`src/rtl/ppi_bus_sequencer.sv`:
```
// Host-side bus master for an 8255-style PPI: sequences one request into a
// timed CS/A/RD/WR strobe cycle and holds the PPI in reset after power-up.
module ppi_bus_sequencer #(
   parameter int unsigned SETUP_CYC = 1,
   parameter int unsigned PULSE_CYC = 2,
   parameter int unsigned HOLD_CYC  = 1,
   parameter int unsigned RECOV_CYC = 1,
   parameter int unsigned RST_CYC   = 4
) (
   input  logic       CLK,
   input  logic       RESET_N,
   input  logic       req_valid,
   output logic       req_ready,
   input  logic       req_rnw,
   input  logic [1:0] req_addr,
   input  logic [7:0] req_wdata,
   output logic       rsp_valid,
   output logic [7:0] rsp_rdata,
   output logic       PPI_RESET,
   output logic       CS,
   output logic       RD,
   output logic       WR,
   output logic [1:0] A,
   output logic [7:0] D_out,
   output logic       D_oe,
   input  logic [7:0] D_in
);

   localparam logic [2:0] StInit   = 3'd0;
   localparam logic [2:0] StIdle   = 3'd1;
   localparam logic [2:0] StSetup  = 3'd2;
   localparam logic [2:0] StStrobe = 3'd3;
   localparam logic [2:0] StHold   = 3'd4;
   localparam logic [2:0] StRecov  = 3'd5;

   // Terminal count per phase; a zero parameter still yields a one-cycle phase.
   localparam logic [3:0] SetupLim = (SETUP_CYC == 0) ? 4'd0 : 4'(SETUP_CYC - 1);
   localparam logic [3:0] PulseLim = (PULSE_CYC == 0) ? 4'd0 : 4'(PULSE_CYC - 1);
   localparam logic [3:0] HoldLim  = (HOLD_CYC == 0)  ? 4'd0 : 4'(HOLD_CYC - 1);
   localparam logic [3:0] RecovLim = (RECOV_CYC == 0) ? 4'd0 : 4'(RECOV_CYC - 1);
   localparam logic [3:0] RstLim   = (RST_CYC == 0)   ? 4'd0 : 4'(RST_CYC - 1);

   logic [2:0] state_q, state_d;
   logic [3:0] cnt_q, cnt_d;
   logic       rnw_q, rnw_d;
   logic       accept;
   logic       active_d;

   always_comb begin
      state_d = state_q;
      cnt_d   = cnt_q + 4'd1;
      accept  = (state_q == StIdle) && req_valid;
      case (state_q)
         StInit:   if (cnt_q == RstLim)   state_d = StIdle;
         StIdle:   if (req_valid)         state_d = StSetup;
         StSetup:  if (cnt_q == SetupLim) state_d = StStrobe;
         StStrobe: if (cnt_q == PulseLim) state_d = StHold;
         StHold:   if (cnt_q == HoldLim)  state_d = StRecov;
         StRecov:  if (cnt_q == RecovLim) state_d = StIdle;
         default:  state_d = StInit;
      endcase
      if (state_d != state_q) cnt_d = 4'd0;
      rnw_d    = accept ? req_rnw : rnw_q;
      active_d = (state_d == StSetup) || (state_d == StStrobe) || (state_d == StHold);
   end

   // Outputs are decoded from the next state so every pin comes straight off a flop.
   always_ff @(posedge CLK or negedge RESET_N) begin
      if (!RESET_N) begin
         state_q   <= StInit;
         cnt_q     <= 4'd0;
         rnw_q     <= 1'b0;
         PPI_RESET <= 1'b1;
         req_ready <= 1'b0;
         CS        <= 1'b1;
         RD        <= 1'b1;
         WR        <= 1'b1;
         A         <= 2'd0;
         D_out     <= 8'd0;
         D_oe      <= 1'b0;
         rsp_valid <= 1'b0;
         rsp_rdata <= 8'd0;
      end else begin
         state_q   <= state_d;
         cnt_q     <= cnt_d;
         rnw_q     <= rnw_d;
         PPI_RESET <= (state_d == StInit);
         req_ready <= (state_d == StIdle);
         CS        <= !active_d;
         RD        <= !((state_d == StStrobe) && rnw_d);
         WR        <= !((state_d == StStrobe) && !rnw_d);
         D_oe      <= active_d && !rnw_d;
         rsp_valid <= (state_d == StRecov) && (state_q != StRecov);
         if (accept) begin
            A <= req_addr;
            if (!req_rnw) D_out <= req_wdata;
         end
         if ((state_q == StStrobe) && (state_d != StStrobe) && rnw_q) rsp_rdata <= D_in;
      end
   end

endmodule

```
`config.mk`:
```
export PLATFORM = sky130hd
export DESIGN_NAME = ppi_bus_sequencer
export DESIGN_NICKNAME = d
export VERILOG_FILES = /design/src/rtl/ppi_bus_sequencer.sv
export SDC_FILE = /design/constraint.sdc
export NUM_CORES = 1
export LEC_CHECK = 0
export CAP_MARGIN = 20
export CELL_PAD_IN_SITES_DETAIL_PLACEMENT = 1
export CELL_PAD_IN_SITES_GLOBAL_PLACEMENT = 1
export CORE_MARGIN = 10
export CORE_UTILIZATION = 38
export CTS_CLUSTER_DIAMETER = 40
export CTS_CLUSTER_SIZE = 30
export DETAILED_ROUTE_END_ITERATION = 10
export PLACE_DENSITY_LB_ADDON = 0.05
export SLEW_MARGIN = 20
export SYNTH_ARGS = -nofsm -noshare
export SYNTH_HDL_FRONTEND = slang
export SYNTH_SLANG_ARGS = --single-unit
```
`constraint.sdc`:
```
create_clock -name CLK -period 3.4 [get_ports CLK]
set_clock_uncertainty 0.05 [all_clocks]
set_input_delay 0.51 -clock CLK [delete_from_list [all_inputs] [get_ports CLK]]
set_output_delay 0.51 -clock CLK [all_outputs]
set_load 0.01 [all_outputs]
```
## Word level (Yosys, flattened, before mapping)

Cells that the tools add are included.

| word-level totals | value |
|---|---|
| output and inout bits | 25 |
| bits in registers | 33 |
| input port bits | 22 |
| logic and storage cells | 56 |

| operators by class | value |
|---|---|
| mux-type cells | 9 |
| equal/unequal tests | 15 |
| bitwise logic cells | 1 |
| add/sub/neg operators | 1 |
| reduce and logical (&&, ||, !) cells | 17 |

Operator list:

| kind | number |
|---|---|
| 2-to-1 mux 3 bit | 6 |
| case mux 3 bit (6 select lines) | 1 |
| == test 3 x 2 -> 1 bit (second input constant) | 4 |
| == test 3 bit (second input constant) | 4 |
| logical AND 1 bit | 7 |
| == test 3 x 1 -> 1 bit (second input constant) | 2 |
| zero test 3 bit | 2 |
| adder 4 x 1 -> 4 bit (second input constant) | 1 |
| == test 4 x 1 -> 1 bit (second input constant) | 1 |
| == test 4 x 2 -> 1 bit (second input constant) | 1 |
| zero test 1 bit | 4 |
| zero test 4 bit | 1 |
| 2-to-1 mux 4 bit | 1 |
| inequality test 3 x 2 -> 1 bit (second input constant) | 1 |
| inequality test 3 bit | 1 |
| inequality test 3 bit (second input constant) | 1 |
| logical OR 1 bit | 2 |
| AND reduction 2 bit | 1 |
| 2-to-1 mux 1 bit | 1 |
| inverter 1 bit | 1 |

## Depth between registers and ports, before layout

| logic depth | value |
|---|---|
| depth in word-level cells | 7 |
| mapped depth | 7 |
| gate-level depth less buffers | 7 |

## Least setup slack after synthesis

No wires, ideal clock.

| path | value |
|---|---|
| path type | reg-to-reg |
| from | reg cnt_q[1] |
| to | reg rsp_rdata[0] |
| stages on the path, launching flop included | 7 |
| setup time | 0.125 ns |
| setup slack | 1.709 ns |
| arrival time | 1.516 ns |
| buffers on the path | 0 |
| cells stage by stage | dfrtp_1 inv_1 ha_1 or3b_4 nor2_4 nand2_4 mux2_4 |

| between the ends | value |
|---|---|
| word-level cells in the longest chain between the ends | 6 |
| elaborated cells on any way between the ends | 12 |

Ends and longest elaborated chain:

| element | line | text |
|---|---|---|
| start, declared | 44 | `logic [3:0] cnt_q, cnt_d;` |
| start signal, assigned | 85 | `cnt_q <= cnt_d;` |
| == test 4 x 1 -> 1 bit (tied with other cells) | 57 | `StStrobe: if (cnt_q == PulseLim) state_d = StHold;` |
| 2-to-1 mux 3 bit, on equally long branches | -- |  |
| case mux 3 bit (6 select lines) (*) | 53 | `case (state_q)` |
| inequality test 3 x 2 -> 1 bit (*) | 98 | `if ((state_q == StStrobe) && (state_d != StStrobe) && rnw_q) rsp_rdata <= D_in;` |
| logical AND 1 bit (*) (2 in a row) | 98 |  |
| end signal, assigned | 98 |  |
| end, declared | 18 | `output logic [7:0] rsp_rdata,` |

Every way passes the cells marked *; elsewhere a longest branch is shown, timed or not.
A chain may end at the register's enable or synchronous reset.

## Worst setup path after layout

| path | value |
|---|---|
| from | in req_valid |
| to | reg D_out[3] |

| between the ends | value |
|---|---|
| word-level cells in the longest chain between the ends | 2 |

Ends and longest elaborated chain:

| element | line | text |
|---|---|---|
| start, declared | 12 | `input logic req_valid,` |
| logical AND 1 bit | 52 | `accept = (state_q == StIdle) && req_valid;` |
| AND reduction 2 bit (no line) | -- |  |
| end signal, assigned | 96 | `if (!req_rnw) D_out <= req_wdata;` |
| end, declared | 24 | `output logic [7:0] D_out,` |

Every way passes these cells.

==> flow_metrics.py <==
metrics = {
    "synth": {
        "syn_area_um2": 1480,
        "ys_seq_elements": 33,
        "synth_ff_type": "dfrtp_1",
        "synthesis.nets": 135,
        "synthXorXnorAreaFrac": 0.01183,
        "synth_area_per_cell_um2": 13.46,
        "yosys_warnings": 0,
        "ys_seq_area_frac": 0.5613,
        "synthTopCellsByArea": "dfrtp_1 (49%), mux2_4 (8.1%), dfstp_2 (7.1%)",
        "synth_top_family_by_area": "multiplexers",
        "post_synth_num_cell_types": 39,
        "synth_edf_count": 0,
        "synth-compound-area-share": 0.06002,
        "yosys.area_share.simple": 0.1429,
        "yosys.area_share.adder": 0.02536,
        "syn_inst": 110,
        "ys_async_sr_fraction": 1.000,
        "yosys.area.top_type": "dfrtp_1",
        "muxShareOfSynthArea": 0.1640,
        "synth_top_area_frac": 0.4903,
    },
    "layout": {
        "fin_area_um2": 2078,
        "drive_gt1_frac": 0.2050,
        "diodes": 0,
        "final_common_cell": "clkdlybuf4s50_1",
        "mostFrequentLayoutCells": "clkdlybuf4s50_1 (46), dfrtp_1 (29), mux2_4 (8), mux2_1 (8), clkbuf_8 (7)",
        "syn_to_final_growth_pct": 40.41,
        "final_nets": 185,
    },
    "setup_path": {
        "crit_path_start_kind": "input port",
        "crit_fanout": 8,
        "worstPathArrival_ns": 2.34,
        "crit_slowest_cell": "nor2b_1",
        "crit_path_end_kind": "register",
        "worstPathCellList": "clkdlybuf4s50_1 -> and4bb_2 -> nor2b_1 -> mux2_1",
        "critical-path-top-delay-family": "simple AND/OR/NAND/NOR gates",
        "slowest_delay_ns": 0.60,
        "r2r_setup_slack_ns": 1.33,
        "required_ns": 3.50,
        "path_buf_inv": 1,
        "path_class": "input port to register",
    },
    "floorplan": {
        "core_area_um2": 3716,
        "start_util": 0.3983,
        "die-height_um": 82.41,
        "die_w_um": 82.41,
        "ios": 47,
        "rows": 22,
        "fp.dieArea_um2": 6791,
    },
    "clock_tree": {
        "ctsResizeCount": 0,
        "cts-root-buf": "clkbuf_8",
        "hold_buffers": 0,
        "cts_setup_buffers": 0,
        "clkSinkCount": 33,
        "h-tree-depth": 2,
        "clock_latency_ns": 0.27,
        "cts_tree": "yes",
        "clk_pin_slew_ns": 0.06,
        "cts_buffers": 5,
        "clock_path_buffers": 2,
    },
    "detailed_routing": {
        "wl_um": 3561,
        "post_drt_via_cell_ratio": 4.852,
        "routedWlPerCell_um": 17.04,
        "drtPass1Iterations": 2,
        "drtIter0Drc": 14,
        "vias": 1014,
        "drc_errors": 0,
        "ant_nets": 0,
    },
    "power_and_ir_drop": {
        "comb_power_share": 0.461,
        "power.total_uw": 1923,
        "vdd.ir_drop.worst_v": 0.0004420,
        "internal_power_uw": 1288,
        "p_leak_uw": 0.0009086,
        "seqPwrFrac": 0.376,
        "net-switching-power_uw": 634.8,
        "swShare": 0.3300,
        "clkPwrFrac": 0.163,
        "powerDensity_nw_per_um2": 925.4,
    },
    "run": {
        "maxCapViolCount": 0,
    },
    "sta": {
        "tightest_slew_ns": 0.7034,
        "hold_viol_final": 0,
        "period_share": 0.6601,
        "max_freq_mhz": 445.6,
        "setup-tns-final_ns": 0,
        "slew_violations": 0,
        "period_needed_ns": 2.244,
        "setup_viol": 0,
        "fin_ws_ns": 1.156,
        "rsz0062_at_grt": "no",
        "slew_headroom": 0.5301,
    },
    "place": {
        "globalplace.congestion": 0.7809,
        "hpwl_um": 2819,
        "pre_cts_ws_ns": 0.8606,
        "portBuffers": 46,
        "placed_area_um2": 1977,
    },
    "global_routing": {
        "grt-busiest-layer": "met2",
        "grt_pass1_vias": 1103,
        "use_met2": 0.1921,
        "grt_start_max_net_pins": 34,
        "track_usage": 0.1125,
        "grt_use_met1": 0.1265,
        "antenna_found_initial": 0,
        "use_met3": 0.04320,
        "gr-total-overflow": 0,
        "grt_pass1_wl_um": 5768,
    },
    "worst_hold_path": {
        "hp-class": "register to register",
    },
    "outcome": {
        "status": "finished clean",
    },
}
==> cells in the mapped netlist (2+ instances only) <==
library cell  count
dfstp_2           4
a21oi_1           6
nor3_1            3
buf_6             2
nor2b_1           2
mux2_4            8
mux2_2            2
dfrtp_1          29
nor2_1            3
nor3b_1           4
nand2b_1          2
inv_1             4
nand3_1           2
mux2_1            8
nand2_1           5
ha_1              3
==> path summary, 6_finish.rpt <==
kind                            start        to  depth (start not counted)
max                         req_valid  D_out[3]                          4
min                          D_out[5]  D_out[5]                          1
max reg2reg                state_q[1]  D_out[3]                          3
min reg2reg                  D_out[5]  D_out[5]                          1
max in group asynchronous     RESET_N        WR                          2
min in group asynchronous     RESET_N  D_out[1]                          2
==> sequential cells by signal, summed over array words and instances, names as in the netlist <==
name	cells
state_q	3
rsp_rdata	8
cnt_q	4
rsp_valid	1
D_out	8
CS	1
req_ready	1
WR	1
PPI_RESET	1
A	2
RD	1
rnw_q	1
D_oe	1
==> stage by stage <==
| step | cells | utilization | hold slack [ns] |
|---|---|---|---|
| after floorplan | 110 | - | 0.1644 |
| after detailed placement | 201 | 0.5320 | 0.4277 |
| final | 209 | 0.5593 | 0.4403 |
| after global placement | 201 | 0.5320 | 0.4193 |
| after global routing | 209 | 0.5593 | 0.4644 |
| after CTS | 209 | 0.5593 | 0.4439 |
==> logic make-up after synthesis <==
group | after synthesis
muxes | 19
AOI/OAI and AO/OA | 13
DFF | 33
buffers and inverters | 9
and+or+nand+nor | 31
xor gates and xnor gates | 2
adders and majority gates | 3
==> power by group through the flow <==
stage | clock (uW) | sequential, uW | combinational [uW]
final | 314 | 723 | 887
after floorplan | 0 | 752 | 464
after global routing | 347 | 749 | 973
after detailed placement | 0 | 731 | 906
after CTS | 330 | 724 | 910
after global placement | 0 | 715 | 879
==> cell type report <==
class	instances	area, um2
clock buffer	7	96.34
clock inverter	1	5.005
fill	377	1638
inverter	5	20.02
multi-input combinational	68	598.1
sequential	33	830.8
tap	48	60.06
timing repair buffer	47	467.9
==> routing by layer <==
layer	part of all wire	routed length, um
met1	0.42	1496
met2	0.49	1732
met3	0.088	315
met4	0.0042	15
met5	0	0
Power figures use the tool's default switching activity.
